--- src/rtl/mem_bus_arbiter.sv ---
// mem_bus_arbiter: two-requester round-robin arbiter for a byte-wide memory/IO
// bus. Each access runs IDLE -> ACCESS -> DONE. A locked owner may chain up to
// MAX_BURST consecutive accesses without giving up the bus.
//
// Handshake: a requester holds reqN (with weN/addrN/wdataN stable) until it
// sees gntN. Its access is latched at the grant edge. doneN pulses for exactly
// one cycle when that access completes. rdata is valid with doneN for reads.
// A requester that wants another access without losing the bus holds reqN and
// lockN high during the DONE cycle, with the new addr/we/wdata already on its
// inputs.
`timescale 1ns/1ps

module mem_bus_arbiter #(
    parameter int unsigned MAX_BURST = 4
) (
    input  logic        clock,
    input  logic        reset,
    input  logic        req0,
    input  logic        req1,
    input  logic        we0,
    input  logic        we1,
    input  logic [18:0] addr0,
    input  logic [18:0] addr1,
    input  logic [7:0]  wdata0,
    input  logic [7:0]  wdata1,
    input  logic        lock0,
    input  logic        lock1,
    output logic        gnt0,
    output logic        gnt1,
    output logic        done0,
    output logic        done1,
    output logic [7:0]  rdata,
    output logic [18:0] mem_addr,
    output logic        mem_we,
    output logic [7:0]  mem_wdata,
    input  logic [7:0]  mem_rdata,
    output logic        busy,
    output logic [1:0]  state_dbg
);

    typedef enum logic [1:0] {
        IDLE   = 2'd0,
        ACCESS = 2'd1,
        DONE   = 2'd2
    } state_t;

    // Index of the last access in a burst; the counter holds the number of
    // accesses already chained after the first one of the current grant.
    localparam logic [3:0] BURST_LAST = 4'(MAX_BURST - 1);

    state_t      state_q,  state_d;
    logic        owner_q,  owner_d;   // 0 = requester 0, 1 = requester 1
    logic        ptr_q,    ptr_d;     // last requester that held the bus
    logic [3:0]  burst_q,  burst_d;
    logic [18:0] addr_q,   addr_d;
    logic        we_q,     we_d;
    logic [7:0]  wdata_q,  wdata_d;
    logic [7:0]  rdata_q,  rdata_d;

    logic        win_sel;
    logic        pick;
    logic        pick_req;
    logic        pick_lock;
    logic        pick_we;
    logic [18:0] pick_addr;
    logic [7:0]  pick_wdata;

    // Round-robin winner for an IDLE arbitration: a lone requester wins,
    // on a tie the requester that did not hold the bus last wins.
    always_comb begin
        win_sel = 1'b0;
        if (req0 && req1) begin
            win_sel = ~ptr_q;
        end else if (req1) begin
            win_sel = 1'b1;
        end
    end

    // Source of the next latched access: the arbitration winner in IDLE,
    // otherwise the current owner (burst continuation from DONE).
    always_comb begin
        pick       = (state_q == IDLE) ? win_sel : owner_q;
        pick_req   = pick ? req1   : req0;
        pick_lock  = pick ? lock1  : lock0;
        pick_we    = pick ? we1    : we0;
        pick_addr  = pick ? addr1  : addr0;
        pick_wdata = pick ? wdata1 : wdata0;
    end

    // Next-state logic for the access sequencer.
    always_comb begin
        state_d = state_q;
        owner_d = owner_q;
        ptr_d   = ptr_q;
        burst_d = burst_q;
        addr_d  = addr_q;
        we_d    = we_q;
        wdata_d = wdata_q;
        rdata_d = rdata_q;

        unique case (state_q)
            IDLE: begin
                if (req0 || req1) begin
                    owner_d = win_sel;
                    addr_d  = pick_addr;
                    we_d    = pick_we;
                    wdata_d = pick_wdata;
                    burst_d = 4'd0;
                    state_d = ACCESS;
                end
            end
            ACCESS: begin
                // Inputs are ignored here; the latched access always finishes.
                if (!we_q) begin
                    rdata_d = mem_rdata;
                end
                state_d = DONE;
            end
            DONE: begin
                if (pick_req && pick_lock && (burst_q < BURST_LAST)) begin
                    addr_d  = pick_addr;
                    we_d    = pick_we;
                    wdata_d = pick_wdata;
                    burst_d = burst_q + 4'd1;
                    state_d = ACCESS;
                end else begin
                    ptr_d   = owner_q;
                    state_d = IDLE;
                end
            end
            default: begin
                state_d = IDLE;
            end
        endcase
    end

    // State and datapath registers; reset also kills an in-flight write
    // because mem_we is decoded from state_q.
    always_ff @(posedge clock or posedge reset) begin
        if (reset) begin
            state_q <= IDLE;
            owner_q <= 1'b0;
            ptr_q   <= 1'b1;
            burst_q <= 4'd0;
            addr_q  <= 19'd0;
            we_q    <= 1'b0;
            wdata_q <= 8'd0;
            rdata_q <= 8'd0;
        end else begin
            state_q <= state_d;
            owner_q <= owner_d;
            ptr_q   <= ptr_d;
            burst_q <= burst_d;
            addr_q  <= addr_d;
            we_q    <= we_d;
            wdata_q <= wdata_d;
            rdata_q <= rdata_d;
        end
    end

    // Output decode: everything is a function of registered state so that
    // reset drops gnt/done/mem_we/busy without waiting for a clock edge.
    always_comb begin
        busy      = (state_q != IDLE);
        gnt0      = busy && !owner_q;
        gnt1      = busy &&  owner_q;
        done0     = (state_q == DONE) && !owner_q;
        done1     = (state_q == DONE) &&  owner_q;
        mem_we    = (state_q == ACCESS) && we_q;
        mem_addr  = addr_q;
        mem_wdata = wdata_q;
        rdata     = rdata_q;
        state_dbg = state_q;
    end

endmodule

--- config.mk ---
export PLATFORM = sky130hd
export DESIGN_NAME = mem_bus_arbiter
export DESIGN_NICKNAME = d
export VERILOG_FILES = /design/src/rtl/mem_bus_arbiter.sv
export SDC_FILE = /design/constraint.sdc
export NUM_CORES = 1
export LEC_CHECK = 0
export ABC_AREA = 1
export CAP_MARGIN = 30
export CELL_PAD_IN_SITES_DETAIL_PLACEMENT = 0
export CELL_PAD_IN_SITES_GLOBAL_PLACEMENT = 2
export CORE_ASPECT_RATIO = 1.4
export CORE_MARGIN = 2
export CORE_UTILIZATION = 23
export DETAILED_ROUTE_END_ITERATION = 12
export GPL_ROUTABILITY_DRIVEN = 0
export HOLD_SLACK_MARGIN = 0.03
export PLACE_DENSITY_LB_ADDON = 0.1
export SYNTH_ARGS = -nofsm -noshare
export SYNTH_HDL_FRONTEND = slang
export SYNTH_SLANG_ARGS = --single-unit
--- constraint.sdc ---
create_clock -name clock -period 2.3 [get_ports clock]
set_input_delay 0.575 -clock clock [delete_from_list [all_inputs] [get_ports clock]]
set_output_delay 0.575 -clock clock [all_outputs]
set_load 0.02 [all_outputs]
======== Yosys cells after proc, flatten, opt, wreduce, memory -nomap -nowiden ========
Index checks and enable logic that the tools add are counted.
word-level totals
  flip-flop bits (word level) ............. 44
  bits of input ports ..................... 70
cells by class
  add/sub/neg operators ................... 1
  magnitude comparators ................... 1
  equality and inequality tests ........... 4
  muxes and demuxes ....................... 23
  bitwise logic cells ..................... 3
  reductions and logical operators ........ 17
operator list
  kind                   number
  $mux W19               3
  $pmux W19 S2           1
  $mux W8                3
  $pmux W8 S2            1
  $mux W1                9
  $logic_and A1 B1 Y1    8
  $mux W4                2
  $pmux W4 S2            1
  $pmux W2 S3            1
  $reduce_and A2 Y1      3
  $add A4 B1 Y4 const B  1
  $lt A4 B2 Y1 const B   1
  $reduce_bool A2 Y1     2
  $not A1 Y1             3
  $reduce_and A3 Y1      1
  $eq A2 B1 Y1 const B   1
  $eq A2 B2 Y1 const B   1
  $logic_not A2 Y1       1
  $mux W2                1
  $ne A2 B1 Y1 const B   1
  $ne A2 B2 Y1 const B   1
  $pmux W1 S2            1
  $logic_not A1 Y1       1
  $logic_or A1 B1 Y1     1

======== Depth between registers and ports, before layout ========
Gate-level depths: netlist (run 1).
  depth after elaboration ................. 8
  gate-level depth with buffers ........... 11
  gate-level depth less buffers ........... 9

======== Worst setup path before layout (run 1) ========
OpenSTA, ideal clock, no wires.
  kind .................................... flip-flop to output port
  start point ............................. register state_q[1], in the netlist state_dbg[1]
  end point ............................... output port done0
  arrival time ............................ 1.216 ns
  setup slack ............................. 0.509 ns
  cell stages (with the launch flop) ...... 5
  buffers on the path ..................... 0
  cell sequence ........................... dfrtp_1 inv_1 nor2_1 inv_1 nor2_1
on the way
  cells in the longest elaborated chain, start to end .. 2
ends and longest elaborated chain
  item                    RTL line  text
  from (decl)             51        state_t state_q, state_d;
  from (signal assigned)  150       state_q <= state_d;
  $eq A2 B2 Y1            167       done0 = (state_q == DONE) && !owner_q;
  $logic_and A1 B1 Y1     167
  to (decl)               30        output logic done0,
Every way passes these cells.

======== Worst setup path after layout (run 1) ========
  start point ............................. register state_q[1], in the netlist state_dbg[1]
  end point ............................... output port gnt1
on the way
  cells in the longest elaborated chain, start to end .. 2
ends and longest elaborated chain
  item                 RTL line  text
  $reduce_bool A2 Y1   164       busy = (state_q != IDLE);
  $logic_and A1 B1 Y1  166       gnt1 = busy && owner_q;
  to (decl)            29        output logic gnt1,
Every way passes these cells.

==> results of run 1 <==
==> final cells by class <==
class,instances,area [um2]
Tap cell,110,137.6
Inverter,13,48.80
Timing Repair Buffer,121,1211
Clock buffer,6,128.9
Sequential cell,44,1102
Multi-Input combinational cell,213,959.7
Fill cell,1009,5836
Clock inverter,2,35.03
==> worst max-delay path by stage <==
stage | start | end
final | state_dbg[1] | gnt1
after global routing | state_dbg[1] | gnt1
after CTS | state_dbg[1] | gnt1
after detailed placement | req0 | mem_addr[0]
after global placement | req1 | mem_wdata[4]
after floorplan | state_dbg[1] | done0
==> registers in the layout, indices dropped and copies added, names as in the netlist <==
register   flops
burst_q        4
mem_addr      19
mem_wdata      8
owner_q        1
ptr_q          1
rdata          8
state_dbg      2
we_q           1
==> kinds of logic after synthesis <==
logic type | after synthesis | share of synthesized area (%)
flip-flops | 44 | 49.27
adder cells (fa/ha/maj) | 1 | 0.5592
AND/OR/NAND/NOR | 202 | 37.86
AO/OA/AOI/OAI | 2 | 0.4474
buffers and inverters | 28 | 7.830
multiplexers | 8 | 4.027
==> Yosys cell counts (all sizes together) <==
| cell type | n | share of area, % |
|---|---|---|
| dfstp | 1 | 1.2 |
| nor2 | 9 | 1.6 |
| ha | 1 | 0.56 |
| nand3 | 33 | 7.6 |
| o21ai | 2 | 0.45 |
| nand2 | 156 | 27 |
| inv | 13 | 2.2 |
| nor3 | 2 | 0.45 |
| dfrtp | 43 | 48 |
| mux2 | 8 | 4.0 |
| nand4 | 1 | 0.95 |
| buf | 15 | 5.6 |
| or2 | 1 | 0.28 |
==> stage by stage <==
stage	worst slack, ns	std cells
after floorplan	0.5092	285
after global placement	0.1951	501
after detailed placement	0.1767	501
after CTS	0.1261	509
after global routing	0.03837	509
final	0.1522	509
==> power by group through the flow <==
stage | sequential (W) | clock (W) | combinational, W
finish | 0.00135 | 0.000799 | 0.00308
floorplan | 0.00174 | 0 | 0.00160
detailed placement | 0.00137 | 0 | 0.00318
global placement | 0.00136 | 0 | 0.00315
global route | 0.00140 | 0.000854 | 0.00345
CTS | 0.00136 | 0.000827 | 0.00318
==> per-layer routing <==
| metal | global-route usage (%) | wire length, um | vias up |
|---|---|---|---|
| met3 | 2.526 | 318 | 4 |
| li1 | - | - | 1108 |
| met4 | 4.038 | 65 | 0 |
| met5 | 0 | 0 | - |
| met1 | 14.55 | 2643 | 983 |
| met2 | 22.44 | 3393 | 65 |
==> critical path, cell delays in order, from the launching register on <==
cell and delay, ns:
sky130_fd_sc_hd__dfrtp_1 0.42, sky130_fd_sc_hd__inv_1 0.09, sky130_fd_sc_hd__nand2_2 0.07, sky130_fd_sc_hd__nand2_2 0.07, sky130_fd_sc_hd__inv_1 0.05, sky130_fd_sc_hd__clkdlybuf4s50_1 0.59
==> what timing repair did <==
item                                   in CTS  in global routing
setup endpoints to repair                   2                  0
endpoints found under the hold margin       0                  0
resized for setup                           2                  0
==> impl_metrics.csv, run 1 <==
group,metric,value,unit
setup_path,timing.setup.critical_path_class,"flip-flop to output port",
placement,post_dp_cell_area,0.003462,mm2
sta,finalMaxSlewViolations,0,
final_layout,diodes,0,
die,io_pins,113,
drt,count_of_routing_violations_after_the_opening_detailed_route_iteration,123,
setup_path,timing.critical_path.to_type,"output port",
sta,hold_viol_final,0,
final_layout,fin_nets,469,
placement,io_buffer_count,112,
sta,setup-tns-final,0,ns
global_route,grt_max_degree,33,
drt,antenna_left,0,
die,die_h,120.7,um
power,internal_power,0.002991,W
synthesis,synth-warning-count,0,
synthesis,synth_area_per_cell,7.850,um2
sta,setup-violations-final,0,
setup_path,regToRegEndpoint,"mem_addr[0]",
power,switching_share,42.89,%
setup_path,worst-endpoint-arrival,1.57,ns
synthesis,synth.distinct_cells,20,
hold_path,hold_path_startpoint,"burst_q[2]",
final_layout,final_cell_area,0.003623,mm2
placement,hpwlAfterDp,4.680,mm
power,power.net_switching,0.002246,W
hold_path,hp-class,"flip-flop to flip-flop",
cts,clk_transition_reported_paths,0.06,ns
die,floorplan.die.width,87.35,um
sta,max-slew-margin-rel,70.52,%
cts,cts_root_buffer,"sky130_fd_sc_hd__clkbuf_16",
drt,dr_total_vias,2160,
die,core_area,0.009459,mm2
sta,grt_setup_unrepaired,"no",
synthesis,netlist_area,0.002237,mm2
drt,via_per_inst,4.244,
global_route,grt_antenna_before_repair,0,
setup_path,regToRegStartpoint,"burst_q[0]",
global_route,gr-usage-all-layers,12.50,%
drt,route.detailed.wl_per_inst,12.61,um
cts,post_cts_buffers,0,
power,share_clk_of_total_power,15.2,%
sta,final.period_utilization,93.38,%
setup_path,timing.reg2reg.setup_slack,0.64,ns
power,worst_vdd_rail_ir_drop,0.0004481,V
die,die_area,0.01054,mm2
run_status,status,"finished, final reports clean",
final_layout,area_growth,61.97,%
drt,post-route-drc-count,0,
synthesis,postSynthNetCount,356,
global_route,first_global_vias,2099,
global_route,grt_overflow,0,
final_layout,leading_cell_type_in_the_layout_fill_and_taps_excluded,"sky130_fd_sc_hd__nand2_1",
sta,max_slew.worst_pin.slew,0.4416,ns
cts,htree_num_levels,2,
cts,clock_insertion_delay_worst_skew,0.28,ns
final_layout,drive_above_1_share,9.023,%
run,maxCapViolations,0,
cts,cts.hold.buffers_added,0,
power,pwr-share-seq,25.9,%
power,total_power,0.005237,W
setup_path,crit_required,1.73,ns
cts,cts_num_sinks,44,
global_route,grt_first_pass_wirelength,10.21,mm
synthesis,synth_sequential_area_ratio,49.27,%
hold_path,timing.hold.worst_endpoint,"burst_q[2]",
synthesis,synth_seq_cells,44,
sta,period_needed,2.148,ns
die,initial_core_util,23.65,%
power,power_leakage,1.780,nW
drt,drtPass1Iterations,6,
die,floorplan.rows,42,
setup_path,crit_path_max_fanout,5,
synthesis,postSynthCellCount,285,
setup_path,r2r.worst_path.cells,6,
hold_path,min_delay_path_depth,2,
cts,tritoncts.num_buffers,5,
drt,wirelength,6.420,mm
power,pwr-share-comb,58.9,%
cts,clock_path_buffers,2,
final_layout,layout_common_cells,"sky130_fd_sc_hd__nand2_1, sky130_fd_sc_hd__clkdlybuf4s50_1, sky130_fd_sc_hd__dfrtp_1",
setup_path,startpoint_class_of_the_critical_path,"flip-flop",
sta,max_freq,465.6,MHz
power,power_density,1445,mW/mm2
sta,holdWs,0.4941,ns
final_layout,finish.utilization,38.31,%
sta,clock_skew,0.006275,ns
cts,cts_tree,"yes",
(Power assumes the default switching activity.)
==> run 2: changes to the inputs <==
--- a/config.mk
+++ b/config.mk
@@ -13,7 +13,6 @@
 export CORE_MARGIN = 2
 export CORE_UTILIZATION = 23
 export DETAILED_ROUTE_END_ITERATION = 12
-export GPL_ROUTABILITY_DRIVEN = 0
 export HOLD_SLACK_MARGIN = 0.03
 export PLACE_DENSITY_LB_ADDON = 0.1
 export SYNTH_ARGS = -nofsm -noshare
==> results of run 2 <==
Same layout as run 1: the final DEF is identical, and so are final timing and power.
